`config.mk`:
```
export PLATFORM = sky130hd
export DESIGN_NAME = store_queue_unit
export DESIGN_NICKNAME = d
export VERILOG_FILES = /design/src/rtl/store_queue_unit.sv
export SDC_FILE = /design/constraint.sdc
export NUM_CORES = 1
export LEC_CHECK = 0
export ABC_CLOCK_PERIOD_IN_PS = 4600
export CORE_MARGIN = 4
export CORE_UTILIZATION = 50
export DETAILED_ROUTE_END_ITERATION = 10
export PLACE_DENSITY = 0.73
export SLEW_MARGIN = 30
export SYNTH_ARGS = -nofsm -noshare
export SYNTH_HDL_FRONTEND = slang
export SYNTH_SLANG_ARGS = --single-unit
```
`constraint.sdc`:
```
create_clock -name clk_in -period 4.6 [get_ports clk_in]
set_clock_uncertainty 0.15 [all_clocks]
set_input_delay 0.92 -clock clk_in [delete_from_list [all_inputs] [get_ports clk_in]]
set_output_delay 0.92 -clock clk_in [all_outputs]
set_load 0.01 [all_outputs]
```
`src/rtl/store_queue_unit.sv`:
```
// -----------------------------------------------------------------------------
// store_queue_unit
// Buffered store unit for the memory stage. Committed stores come in over a
// valid/ready handshake and are checked for alignment. Their data is steered
// into byte lanes with a per-byte write mask. They are then held in a
// DEPTH-entry FIFO and drained to data memory over a request/acknowledge
// handshake. Loads that target a word with a pending store are flagged.
//
// Ports
//   clk_in, rst_n_in        clock (rising edge), async active-low reset
//   st_valid_in/ready_out   store handshake; ready is !full
//   fun_3_in                store size (SB/SH/SW/SD)
//   iadder_in, rs2_in       store byte address, right-justified store data
//   fault_out               one-cycle pulse after a rejected store
//   ld_chk_addr_in          load address to check against queued stores
//   ld_hazard_out           queued store hits the load's aligned word
//   dm_wr_req_o/dm_ack_in   head-of-queue write request / memory accept
//   dm_addr_o/data_o/mask_o head entry contents (zero when empty)
//   count_out, empty_out    occupancy status
// -----------------------------------------------------------------------------
module store_queue_unit #(
  parameter int XLEN  = 32,
  parameter int DEPTH = 4
) (
  input  logic                     clk_in,
  input  logic                     rst_n_in,
  input  logic                     st_valid_in,
  output logic                     st_ready_out,
  input  logic [2:0]               fun_3_in,
  input  logic [XLEN-1:0]          iadder_in,
  input  logic [XLEN-1:0]          rs2_in,
  output logic                     fault_out,
  input  logic [XLEN-1:0]          ld_chk_addr_in,
  output logic                     ld_hazard_out,
  output logic                     dm_wr_req_o,
  input  logic                     dm_ack_in,
  output logic [XLEN-1:0]          dm_addr_o,
  output logic [XLEN-1:0]          dm_data_o,
  output logic [XLEN/8-1:0]        dm_wr_mask_o,
  output logic [$clog2(DEPTH):0]   count_out,
  output logic                     empty_out
);

  localparam int MW   = XLEN / 8;
  localparam int OFFW = $clog2(MW);
  localparam int PW   = $clog2(DEPTH);
  localparam int CW   = PW + 1;

  // Replicate each mask bit across its byte lane.
  function automatic logic [XLEN-1:0] expand_mask(input logic [MW-1:0] m);
    logic [XLEN-1:0] r;
    r = {XLEN{1'b0}};
    for (int i = 0; i < MW; i++) begin
      r[8*i +: 8] = {8{m[i]}};
    end
    return r;
  endfunction

  logic [PW-1:0]   wr_ptr_q, wr_ptr_d;
  logic [PW-1:0]   rd_ptr_q, rd_ptr_d;
  logic [CW-1:0]   count_q, count_d;
  logic            fault_q, fault_d;
  logic [DEPTH-1:0] valid_q, valid_d;
  logic [XLEN-1:0] ent_addr_q [DEPTH];
  logic [XLEN-1:0] ent_addr_d [DEPTH];
  logic [XLEN-1:0] ent_data_q [DEPTH];
  logic [XLEN-1:0] ent_data_d [DEPTH];
  logic [MW-1:0]   ent_mask_q [DEPTH];
  logic [MW-1:0]   ent_mask_d [DEPTH];

  logic [OFFW-1:0] off_s;
  logic [OFFW-1:0] align_mask_s;
  logic [MW-1:0]   size_mask_s;
  logic            legal_s;
  logic            ok_s;
  logic [XLEN-1:0] st_addr_s;
  logic [XLEN-1:0] st_data_s;
  logic [MW-1:0]   st_mask_s;
  logic            full_s;
  logic            empty_s;
  logic            push_s;
  logic            reject_s;
  logic            pop_s;
  logic [XLEN-1:0] ld_line_s;

  // Decode store size, check alignment and build the lane-steered entry.
  always_comb begin
    off_s        = iadder_in[OFFW-1:0];
    legal_s      = 1'b0;
    size_mask_s  = {MW{1'b0}};
    align_mask_s = {OFFW{1'b0}};
    case (fun_3_in)
      3'b000: begin
        legal_s     = 1'b1;
        size_mask_s = MW'(1'b1);
      end
      3'b001: begin
        legal_s      = 1'b1;
        size_mask_s  = MW'(2'b11);
        align_mask_s = OFFW'(1'b1);
      end
      3'b010: begin
        legal_s      = 1'b1;
        size_mask_s  = MW'(4'hF);
        align_mask_s = OFFW'(2'b11);
      end
      3'b011: begin
        // Doubleword stores only exist on the 64-bit datapath.
        if (XLEN == 64) begin
          legal_s      = 1'b1;
          size_mask_s  = {MW{1'b1}};
          align_mask_s = OFFW'(3'b111);
        end else begin
          legal_s = 1'b0;
        end
      end
      default: begin
        legal_s = 1'b0;
      end
    endcase
    ok_s      = legal_s && ((off_s & align_mask_s) == {OFFW{1'b0}});
    st_addr_s = {iadder_in[XLEN-1:OFFW], {OFFW{1'b0}}};
    st_data_s = (rs2_in & expand_mask(size_mask_s)) << {off_s, 3'b000};
    st_mask_s = size_mask_s << off_s;
  end

  // Handshake qualification; ready depends only on registered occupancy.
  always_comb begin
    full_s   = (count_q == CW'(DEPTH));
    empty_s  = (count_q == {CW{1'b0}});
    push_s   = st_valid_in && !full_s && ok_s;
    reject_s = st_valid_in && !full_s && !ok_s;
    pop_s    = dm_ack_in && !empty_s;
  end

  // Next-state for pointers, occupancy, valid bits, fault pulse and entries.
  always_comb begin
    wr_ptr_d   = wr_ptr_q;
    rd_ptr_d   = rd_ptr_q;
    count_d    = count_q;
    valid_d    = valid_q;
    fault_d    = reject_s;
    ent_addr_d = ent_addr_q;
    ent_data_d = ent_data_q;
    ent_mask_d = ent_mask_q;
    if (push_s) begin
      wr_ptr_d             = wr_ptr_q + PW'(1'b1);
      valid_d[wr_ptr_q]    = 1'b1;
      ent_addr_d[wr_ptr_q] = st_addr_s;
      ent_data_d[wr_ptr_q] = st_data_s;
      ent_mask_d[wr_ptr_q] = st_mask_s;
    end else begin
      wr_ptr_d = wr_ptr_q;
    end
    // Push and pop never target the same slot: push needs !full, pop needs !empty.
    if (pop_s) begin
      rd_ptr_d          = rd_ptr_q + PW'(1'b1);
      valid_d[rd_ptr_q] = 1'b0;
    end else begin
      rd_ptr_d = rd_ptr_q;
    end
    case ({push_s, pop_s})
      2'b10:   count_d = count_q + CW'(1'b1);
      2'b01:   count_d = count_q - CW'(1'b1);
      default: count_d = count_q;
    endcase
  end

  // State registers with asynchronous clear.
  always_ff @(posedge clk_in or negedge rst_n_in) begin
    if (!rst_n_in) begin
      wr_ptr_q <= {PW{1'b0}};
      rd_ptr_q <= {PW{1'b0}};
      count_q  <= {CW{1'b0}};
      valid_q  <= {DEPTH{1'b0}};
      fault_q  <= 1'b0;
      for (int i = 0; i < DEPTH; i++) begin
        ent_addr_q[i] <= {XLEN{1'b0}};
        ent_data_q[i] <= {XLEN{1'b0}};
        ent_mask_q[i] <= {MW{1'b0}};
      end
    end else begin
      wr_ptr_q   <= wr_ptr_d;
      rd_ptr_q   <= rd_ptr_d;
      count_q    <= count_d;
      valid_q    <= valid_d;
      fault_q    <= fault_d;
      ent_addr_q <= ent_addr_d;
      ent_data_q <= ent_data_d;
      ent_mask_q <= ent_mask_d;
    end
  end

  // Load hazard: compare the load's aligned word against every valid entry.
  always_comb begin
    ld_line_s     = {ld_chk_addr_in[XLEN-1:OFFW], {OFFW{1'b0}}};
    ld_hazard_out = 1'b0;
    for (int i = 0; i < DEPTH; i++) begin
      if (valid_q[i] && (ent_addr_q[i] == ld_line_s)) begin
        ld_hazard_out = 1'b1;
      end else begin
        ld_hazard_out = ld_hazard_out;
      end
    end
  end

  // Output view of the head entry, zeroed when the queue is empty.
  always_comb begin
    st_ready_out = !full_s;
    fault_out    = fault_q;
    count_out    = count_q;
    empty_out    = empty_s;
    dm_wr_req_o  = !empty_s;
    if (empty_s) begin
      dm_addr_o    = {XLEN{1'b0}};
      dm_data_o    = {XLEN{1'b0}};
      dm_wr_mask_o = {MW{1'b0}};
    end else begin
      dm_addr_o    = ent_addr_q[rd_ptr_q];
      dm_data_o    = ent_data_q[rd_ptr_q];
      dm_wr_mask_o = ent_mask_q[rd_ptr_q];
    end
  end

endmodule

```
==> run_results.csv, run 1 <==
group,metric,value,unit
run_status,outcome,"finished, final reports clean",
cts,cts_tree,"done",
synth,synth_area_leaders,"dfrtp_1 48%, mux2_2 19%, mux4_2 10%",
power_and_ir_drop,power_frac_seq,37.2,%
power_and_ir_drop,power.internal,7.595,mW
grt,antenna_found_initial,1,
worst_setup_path,end_kind,"output port",
cts,cts_resized,0,
final_layout,antenna_cells,0,
routing,wl_per_cell,22.02,microns
worst_setup_path,cp-startpoint,"ld_chk_addr_in[17]",
floorplanning,coreArea,0.02793,sq mm
cts,cts.reportedPaths.clkPinSlew,0.06,ns
cts,cts_root_buf,"clkbuf_16",
floorplanning,die_h,176.8,microns
cts,cts_buffer_depth,3,
worst_setup_path,cp-start-kind,"input pin",
routing,drc,0,
sta,min_period,4.309,ns
worst_setup_path,cp.required,3.53,ns
sta,timing.slew.headroom,40.85,%
placed_design,portBuffers,174,
synth,synth_seq_area_share,48.48,%
grt,grt_pass1_wl,56970,microns
worst_setup_path,critPathArrivalTime,3.24,ns
final_layout,drive_gt1_share,29.90,%
cts,cts.sinks,276,
worst_setup_path,r2r_end,"count_out[2]$_DFFE_PN0P_",
flow_run,maxCapViolations,0,
synth,syn_area_per_cell,13.02,sq um
power_and_ir_drop,p_clk_share,19.8,%
final_layout,area_growth,21.86,%
worst_setup_path,criticalPathCategory,"in -> out",
sta,slew_viol_final,0,
final_layout,multiInputGateArea,0.006972,sq mm
worst_setup_path,r2r.worst_path.cells,8,
final_layout,nets,1355,
power_and_ir_drop,power_switching,3.648,mW
synth,ys_types,29,
floorplanning,die_x,176.8,microns
routing,drt_iter0_drc,605,
grt,grt_max_degree,114,
worst_setup_path,regToRegSetupSlack,1.78,ns
synth,synth.largest_area_cell,"dfrtp_1",
grt,grt_use_total,23.24,%
synth,ys_ff_latch,276,
min_path,worstHoldPathType,"in -> async",
power_and_ir_drop,totalPowerFinal,11.24,mW
worst_setup_path,r2r_start,"count_out[0]$_DFFE_PN0P_",
sta,rsz0062_at_grt,"false",
routing,vias,9334,
floorplanning,num_io_pins,179,
cts,clk_latency,0.54,ns
cts,post_cts_buffers,0,
cts,cts_hold_buf,0,
final_layout,fillCellCount,2184,
synth,netlist_area,0.01425,sq mm
synth,synth_top_area_share,48.48,%
worst_setup_path,crit_path_end,"ld_hazard_out",
grt,grt-ovfl-total,0,
synth,synth_cells,1094,
floorplanning,fp-row-count,61,
sta,setup_tns,0,ns
sta,post-route-period-util,93.68,%
power_and_ir_drop,comb_power_share,42.9,%
sta,tightest_slew,0.8805,ns
power_and_ir_drop,power_density,647.6,mW/mm^2
routing,first_pass_iters,5,
power_and_ir_drop,irDropWorstVdd,354.8,uV
placed_design,place.gp.congestion,0.9481,
sta,max_freq,0.2321,GHz
routing,ant_nets,0,
synth,synth_warnings,0,
floorplanning,die_area,0.03126,sq mm
power_and_ir_drop,leakage,7.507,nW
routing,vias_per_cell,5.695,
worst_setup_path,worstPathMaxFanout,4,
cts,h-tree-depth,1,
sta,setup_viol,0,
placed_design,dpl.hpwl,24840,microns
final_layout,regArea,0.006912,sq mm
power_and_ir_drop,swShare,32.45,%
cts,cts_buffers,30,
sta,finalHoldViolCount,0,
grt,grt_pass1_vias,9838,
routing,route.final.wire_length,36090,microns
floorplanning,initial_core_util,51.00,%
==> cells by family after synthesis <==
logic type	share of synthesized area [%]
adder cells (fa/ha/maj)	0.9309
XOR/XNOR	7.746
multiplexers	29.24
AND/OR/NAND/NOR	7.061
other	0.02632
buffers and inverters	2.837
flip-flops	48.48
AO/OA/AOI/OAI	3.689
==> Yosys cell counts <==
library cell,count
and2_1,68
ha_1,9
dfrtp_1,276
inv_1,17
fa_1,1
clkbuf_1,56
nor3b_1,2
nor3_1,6
mux4_2,66
conb_1,1
nand2_1,59
nor2_1,12
a211oi_1,1
a221oi_1,8
buf_1,8
xnor2_1,80
nor4_1,16
mux2_2,237
nand4_1,25
or3_1,2
a21o_1,2
xor2_1,46
mux2i_1,1
o21ai_0,39
a21oi_1,24
buf_4,2
a22oi_1,12
buf_2,17
a2111oi_4,1
==> layout by cell type, fill, tap and decap left out, types with 24 or more instances in the layout <==
master,count
o21ai_0,39
clkbuf_16,31
and2_1,68
nand2_1,55
mux2_2,237
nand4_1,25
mux4_2,66
dfrtp_1,274
xnor2_1,80
xor2_1,46
a21oi_1,24
clkdlybuf4s50_1,173
==> registers in the layout, summed over array words and instances (netlist names) <==
name        cells
fault_out       1
rd_ptr_q        2
count_out       3
ent_data_q    128
ent_mask_q     16
ent_addr_q    120
wr_ptr_q        2
valid_q         4
==> how the worst min path moves through the flow <==
stage,slack (ns),cells past startpoint,end
2_1_floorplan,0.29,2,ent_data_q[32]$_DFFE_PN0P_
3_3_place_gp,0.31,2,ent_data_q[96]$_DFFE_PN0P_
3_5_place_dp,0.32,2,ent_data_q[34]$_DFFE_PN0P_
4_1_cts,0.33,1,ent_addr_q[126]$_DFFE_PN0P_
5_1_grt,0.18,1,ent_addr_q[126]$_DFFE_PN0P_
6_report,0.15,1,ent_addr_q[126]$_DFFE_PN0P_
==> power by group through the flow <==
stage          combinational [mW]  clock, mW  sequential [mW]
5_1_grt                      5.18       2.39             4.32
4_1_cts                      4.89       2.27             4.18
6_report                     4.83       2.23             4.19
3_5_place_dp                 4.86          0             4.22
2_1_floorplan                3.10          0             3.94
3_3_place_gp                 4.80          0             4.17
==> layer usage <==
layer | global-route usage, % | wire length, microns
met5 | 0 | 20
met4 | 4.803 | 685
met3 | 3.781 | 2459
met2 | 38.00 | 17390
met1 | 33.33 | 15530
==> stage by stage <==
step	util (%)	cell area, sq um	hold WS, ns	setup WS (ns)	instances
final	62.15	17360	0.1529	0.2908	1639
after global routing	62.15	17360	0.1802	0.1121	1639
after CTS	62.05	17330	0.3269	0.3590	1638
after detailed placement	58.81	16430	0.3156	0.3898	1587
after global placement	58.81	16430	0.3064	0.3765	1587
after floorplan	-	14250	0.2946	1.457	1095
==> final cells by class <==
cell class	instances	share of cell area (%)
clock inverter	5	0.1441
timing repair buffer	198	11.72
multi-input combinational	719	40.16
tap	378	2.724
inverter	17	0.3675
sequential	276	39.81
clock buffer	46	5.081
==> worst max-delay path, stage by stage <==
cell             delay [ns]
clkdlybuf4s50_1        0.55
xor2_1                 0.22
nor4_1                 0.63
nand4_1                0.18
nand4_1                0.16
clkdlybuf4s50_1        0.58
No activity file was read; power rests on OpenSTA's default activity.
==> run 2, diff against run 1 <==
--- a/config.mk
+++ b/config.mk
@@ -6,6 +6,7 @@
 export NUM_CORES = 1
 export LEC_CHECK = 0
 export ABC_CLOCK_PERIOD_IN_PS = 4600
+export CORE_ASPECT_RATIO = 0.75
 export CORE_MARGIN = 4
 export CORE_UTILIZATION = 50
 export DETAILED_ROUTE_END_ITERATION = 10
==> run 2 against run 1 <==
Effect of this change: critical path type unchanged; largest power group unchanged; sequential power is essentially flat; global-route usage rose by 0.70 points; first-iteration DRC count rose by 2.8%; register-to-register slack worse by 0.15 ns.
==> run_results.csv, run 2 (synthesized netlist as in run 1, its figures left out) <==
group,metric,value,unit
floorplanning,die_area,0.03129,sq mm
sta,max_freq,0.2312,GHz
worst_setup_path,r2r.worst_path.cells,8,
final_layout,largest_register_ffs,128,
routing,wl_per_cell,22.57,microns
routing,vias_per_cell,5.712,
placed_design,portBuffers,174,
cts,post_cts_buffers,0,
cts,clk_latency,0.55,ns
worst_setup_path,cp.required,3.53,ns
placed_design,dpl.hpwl,25670,microns
final_layout,multiInputGateArea,0.006972,sq mm
grt,grt_pass1_vias,10070,
power_and_ir_drop,irDropWorstVdd,437.5,uV
worst_setup_path,r2r_end,"count_out[2]$_DFFE_PN0P_",
routing,highest_layer,"met4",
sta,tightest_slew,0.9218,ns
floorplanning,coreArea,0.02805,sq mm
cts,cts.sinks,276,
grt,grt_pass1_wl,58940,microns
worst_setup_path,criticalPathCategory,"in -> out",
worst_setup_path,critPathArrivalTime,3.25,ns
run_status,outcome,"finished, final reports clean",
cts,cts_tree,"done",
floorplanning,die_h,154.2,microns
sta,setup_tns,0,ns
final_layout,antenna_cells,0,
worst_setup_path,r2r_start,"count_out[0]$_DFFE_PN0P_",
sta,setup_viol,0,
cts,cts_buffer_depth,3,
floorplanning,fp-row-count,53,
final_layout,area_growth,21.81,%
final_layout,layout_common_cells,"274 x dfrtp_1, 237 x mux2_2, 173 x clkdlybuf4s50_1",
routing,wl_met3,2678,microns
sta,rsz0062_at_grt,"false",
routing,vias,9413,
routing,route.met2.wl,15920,microns
sta,finalHoldViolCount,0,
sta,whs,0.2573,ns
floorplanning,initial_core_util,50.79,%
sta,min_period,4.325,ns
placed_design,place.gp.congestion,0.9009,
final_layout,nets,1358,
power_and_ir_drop,power_density,651.5,mW/mm^2
routing,route.final.wire_length,37190,microns
cts,h-tree-depth,1,
routing,drc,0,
worst_setup_path,worstPathMaxFanout,4,
sta,timing.slew.headroom,38.07,%
floorplanning,die_x,202.9,microns
cts,cts_resized,0,
worst_setup_path,cp-start-kind,"input pin",
worst_setup_path,end_kind,"output port",
sta,post-route-period-util,94.02,%
grt,grt-ovfl-total,0,
final_layout,regArea,0.006912,sq mm
grt,grt_use_total,23.94,%
cts,cts.reportedPaths.clkPinSlew,0.06,ns
final_layout,regMostFlops,"ent_data_q",
routing,wl_met1,18010,microns
min_path,worstHoldPathType,"in -> async",
final_layout,final_common_cell,"dfrtp_1",
final_layout,fillCellCount,2173,
floorplanning,num_io_pins,179,
cts,cts_hold_buf,0,
routing,ant_nets,0,
power_and_ir_drop,leakage,7.508,nW
grt,grt_max_degree,106,
cts,cts_root_buf,"clkbuf_16",
sta,slew_viol_final,0,
routing,drt_iter0_drc,622,
final_layout,drive_gt1_share,30.25,%
worst_setup_path,regToRegSetupSlack,1.63,ns
final_layout,reg_top3,"ent_data_q: 128 flops, ent_addr_q: 120 flops, ent_mask_q: 16 flops",
routing,first_pass_iters,5,
flow_run,maxCapViolations,0,
cts,cts_buffers,29,
grt,antenna_found_initial,0,
[run 2: cell type report]
| class | count | share of cell area (%) |
|---|---|---|
| clock inverter | 6 | 0.1947 |
| tap | 385 | 2.776 |
| clock buffer | 43 | 4.888 |
| inverter | 17 | 0.3677 |
| sequential | 276 | 39.82 |
| timing repair buffer | 202 | 11.78 |
| multi-input combinational | 719 | 40.17 |
[run 2: per-layer routing]
| metal | track usage [%] | up-vias |
|---|---|---|
| li1 | - | 4214 |
| met1 | 37.25 | 4896 |
| met2 | 34.79 | 262 |
| met3 | 6.141 | 41 |
| met4 | 3.942 | 0 |
| met5 | 0 | - |
[run 2: worst max path at each step]
stage / depth (start not counted) / start / endpoint
2_1_floorplan: 10 / fun_3_in[0] / count_out[2]$_DFFE_PN0P_
3_3_place_gp: 7 / ld_chk_addr_in[19] / ld_hazard_out
3_5_place_dp: 7 / ld_chk_addr_in[18] / ld_hazard_out
4_1_cts: 7 / ld_chk_addr_in[18] / ld_hazard_out
5_1_grt: 7 / ld_chk_addr_in[18] / ld_hazard_out
6_report: 7 / ld_chk_addr_in[15] / ld_hazard_out
[run 2: metrics by stage]
stage	std cells	power [mW]	util, %	worst slack [ns]	cell area (sq um)
detailed placement	1599	9.123	58.73	0.3475	16470
global route	1648	11.94	61.87	0.1700	17360
global placement	1599	9.018	58.73	0.3499	16470
finish	1648	11.31	61.87	0.2752	17360
floorplan	1095	7.037	-	1.457	14250
CTS	1648	11.38	61.87	0.3378	17360
[run 2: where the power goes]
group,internal (mW),switching [mW]
logic,2.91,1.98
registers,3.41,0.809
clock network,1.26,0.947
[run 2: critical path, stage by stage]
cell and delay [ns]:
clkdlybuf4s50_1 0.53, xnor2_1 0.35, nand4_1 0.13, nor4_1 0.46, nand4_1 0.16, nand4_1 0.15, clkdlybuf4s50_1 0.55
==> run 3, diff against run 2 <==
--- a/config.mk
+++ b/config.mk
@@ -11,6 +11,7 @@
 export CORE_UTILIZATION = 50
 export DETAILED_ROUTE_END_ITERATION = 10
 export PLACE_DENSITY = 0.73
+export RECOVER_POWER = 25
 export SLEW_MARGIN = 30
 export SYNTH_ARGS = -nofsm -noshare
 export SYNTH_HDL_FRONTEND = slang
==> run 3 against run 2 <==
Effect of this change: clock power about the same; sequential share of layout area about the same; wire length up 0.10%; die area did not move; largest cell class unchanged; fmax about the same; cell count unchanged; register-to-register slack about the same; non-clock buffer count stayed put; highest routed layer unchanged; via count about the same; critical path depth unchanged; core utilization about the same; the flow now finishes with violations (max-capacitance violations, max-slew violations); sequential power about the same.
==> run_results.csv, run 3 (synthesized netlist as in run 1, its figures left out) <==
group,metric,value,unit
final_layout,nets,1358,
grt,antenna_found_initial,0,
routing,vias,9419,
cts,cts_tree,"done",
worst_setup_path,critPathArrivalTime,3.25,ns
floorplanning,initial_core_util,50.79,%
cts,h-tree-depth,1,
grt,grt_pass1_wl,58940,microns
min_path,hold_path_end,"ent_data_q[32]$_DFFE_PN0P_",
final_layout,regMostFlops,"ent_data_q",
floorplanning,die_x,202.9,microns
sta,max_freq,0.2314,GHz
sta,slew_viol_final,104,
sta,timing.slew.headroom,-84.25,%
sta,finalHoldViolCount,0,
power_and_ir_drop,power_density,652.1,mW/mm^2
final_layout,final_common_cell,"dfrtp_1",
min_path,worstHoldPathType,"reg -> reg",
cts,cts_root_buf,"clkbuf_16",
placed_design,place.gp.congestion,0.9009,
worst_setup_path,end_kind,"output port",
placed_design,dpl-instance-area,0.01647,sq mm
power_and_ir_drop,power_frac_seq,37.3,%
power_and_ir_drop,totalPowerFinal,11.31,mW
placed_design,dp.cells,1599,
power_and_ir_drop,power_switching,3.736,mW
worst_setup_path,regToRegSetupSlack,1.63,ns
run_status,outcome,"complete, but fails checks",
worst_setup_path,r2r.worst_path.cells,8,
final_layout,area_growth,21.74,%
cts,cts_hold_buf,0,
power_and_ir_drop,comb_power_share,43.2,%
routing,first_pass_iters,5,
sta,setup_tns,0,ns
grt,grt-ovfl-total,0,
power_and_ir_drop,swShare,33.03,%
sta,rsz0062_at_grt,"false",
power_and_ir_drop,power.internal,7.574,mW
floorplanning,coreArea,0.02805,sq mm
cts,cts_resized,0,
grt,grt_use_total,23.94,%
min_path,min_from,"ent_data_q[32]$_DFFE_PN0P_",
worst_setup_path,cp-start-kind,"input pin",
run_status,violations,"max-capacitance violations, max-slew violations",
cts,cts.reportedPaths.clkPinSlew,0.06,ns
final_layout,final_area,0.01735,sq mm
worst_setup_path,r2r_end,"count_out[2]$_DFFE_PN0P_",
cts,cts_buffers,29,
sta,tightest_slew,2.764,ns
routing,route.final.wire_length,37230,microns
final_layout,antenna_cells,0,
routing,drc,0,
cts,cts_buffer_depth,3,
cts,clk_latency,0.55,ns
floorplanning,fp-row-count,53,
power_and_ir_drop,irDropWorstVdd,438.2,uV
sta,setup_viol,0,
floorplanning,die_h,154.2,microns
grt,grt_pass1_vias,10070,
sta,min_period,4.322,ns
routing,drt_iter0_drc,622,
sta,post-route-period-util,93.96,%
floorplanning,die_area,0.03129,sq mm
worst_setup_path,r2r_start,"count_out[0]$_DFFE_PN0P_",
final_layout,fillCellCount,2174,
grt,grt_max_degree,106,
flow_run,maxCapViolations,1,
final_layout,largest_register_ffs,128,
placed_design,dpl.hpwl,25670,microns
power_and_ir_drop,p_clk_share,19.5,%
worst_setup_path,cp.required,3.53,ns
worst_setup_path,criticalPathCategory,"in -> out",
final_layout,reg_top3,"ent_data_q: 128 flops, ent_addr_q: 120 flops, ent_mask_q: 16 flops",
placed_design,portBuffers,174,
final_layout,layout_common_cells,"274 x dfrtp_1, 237 x mux2_2, 173 x clkdlybuf4s50_1",
worst_setup_path,worstPathMaxFanout,4,
power_and_ir_drop,leakage,7.505,nW
min_path,whs_path_depth,2,
final_layout,fin_cells,1648,
routing,ant_nets,0,
cts,post_cts_buffers,0,
cts,cts.sinks,276,
routing,wl_per_cell,22.59,microns
floorplanning,num_io_pins,179,
final_layout,drive_gt1_share,30.25,%
routing,vias_per_cell,5.715,
==> run 3: cell count changes in the layout (fill, tap and decap cells not counted) <==
cell,before,now
buf_8,1,0
clkbuf_2,0,1
==> run 3: routing by layer <==
| metal | part of all wire (%) | up-vias | wire length, microns | track usage, % |
|---|---|---|---|---|
| li1 | - | 4216 | - | - |
| met1 | 49 | 4904 | 18070 | 37.25 |
| met2 | 43 | 258 | 15930 | 34.79 |
| met3 | 7.1 | 41 | 2648 | 6.141 |
| met4 | 1.6 | 0 | 587 | 3.942 |
| met5 | 0 | - | 0 | 0 |
==> run 3: metrics by stage <==
stage	setup slack, ns	hold WS [ns]	utilization [%]
2_1_floorplan	1.457	0.2946	-
3_3_place_gp	0.3499	0.3074	58.73
3_5_place_dp	0.3475	0.3167	58.73
4_1_cts	0.3378	0.3159	61.87
5_1_grt	0.1700	0.3451	61.84
6_report	0.2779	0.3273	61.84
==> run 3: layout make-up <==
class	instances	area, sq um	area share, %
Multi-Input combinational cell	719	6972	40.19
Sequential cell	276	6912	39.85
Timing Repair Buffer	202	2034	11.73
Clock buffer	43	848.3	4.891
Tap cell	385	481.7	2.777
Inverter	17	63.81	0.3679
Clock inverter	6	33.78	0.1948
==> run 3: worst max-delay path by stage <==
stage	to	cells after the start	start
2_1_floorplan	count_out[2]$_DFFE_PN0P_	10	fun_3_in[0]
3_3_place_gp	ld_hazard_out	7	ld_chk_addr_in[19]
3_5_place_dp	ld_hazard_out	7	ld_chk_addr_in[18]
4_1_cts	ld_hazard_out	7	ld_chk_addr_in[18]
5_1_grt	ld_hazard_out	7	ld_chk_addr_in[18]
6_report	ld_hazard_out	7	ld_chk_addr_in[15]
==> run 3: critical path: stages <==
cell and delay (ns):
clkdlybuf4s50_1 0.53, xnor2_1 0.35, nand4_1 0.13, nor4_1 0.46, nand4_1 0.16, nand4_1 0.15, clkdlybuf4s50_1 0.55
==> run 3: power groups by stage <==
stage	Clock (mW)	Combinational (mW)	Sequential (mW)
5_1_grt	2.36	5.24	4.34
2_1_floorplan	0	3.10	3.94
3_5_place_dp	0	4.89	4.24
3_3_place_gp	0	4.84	4.18
6_report	2.21	4.89	4.22
4_1_cts	2.25	4.92	4.21
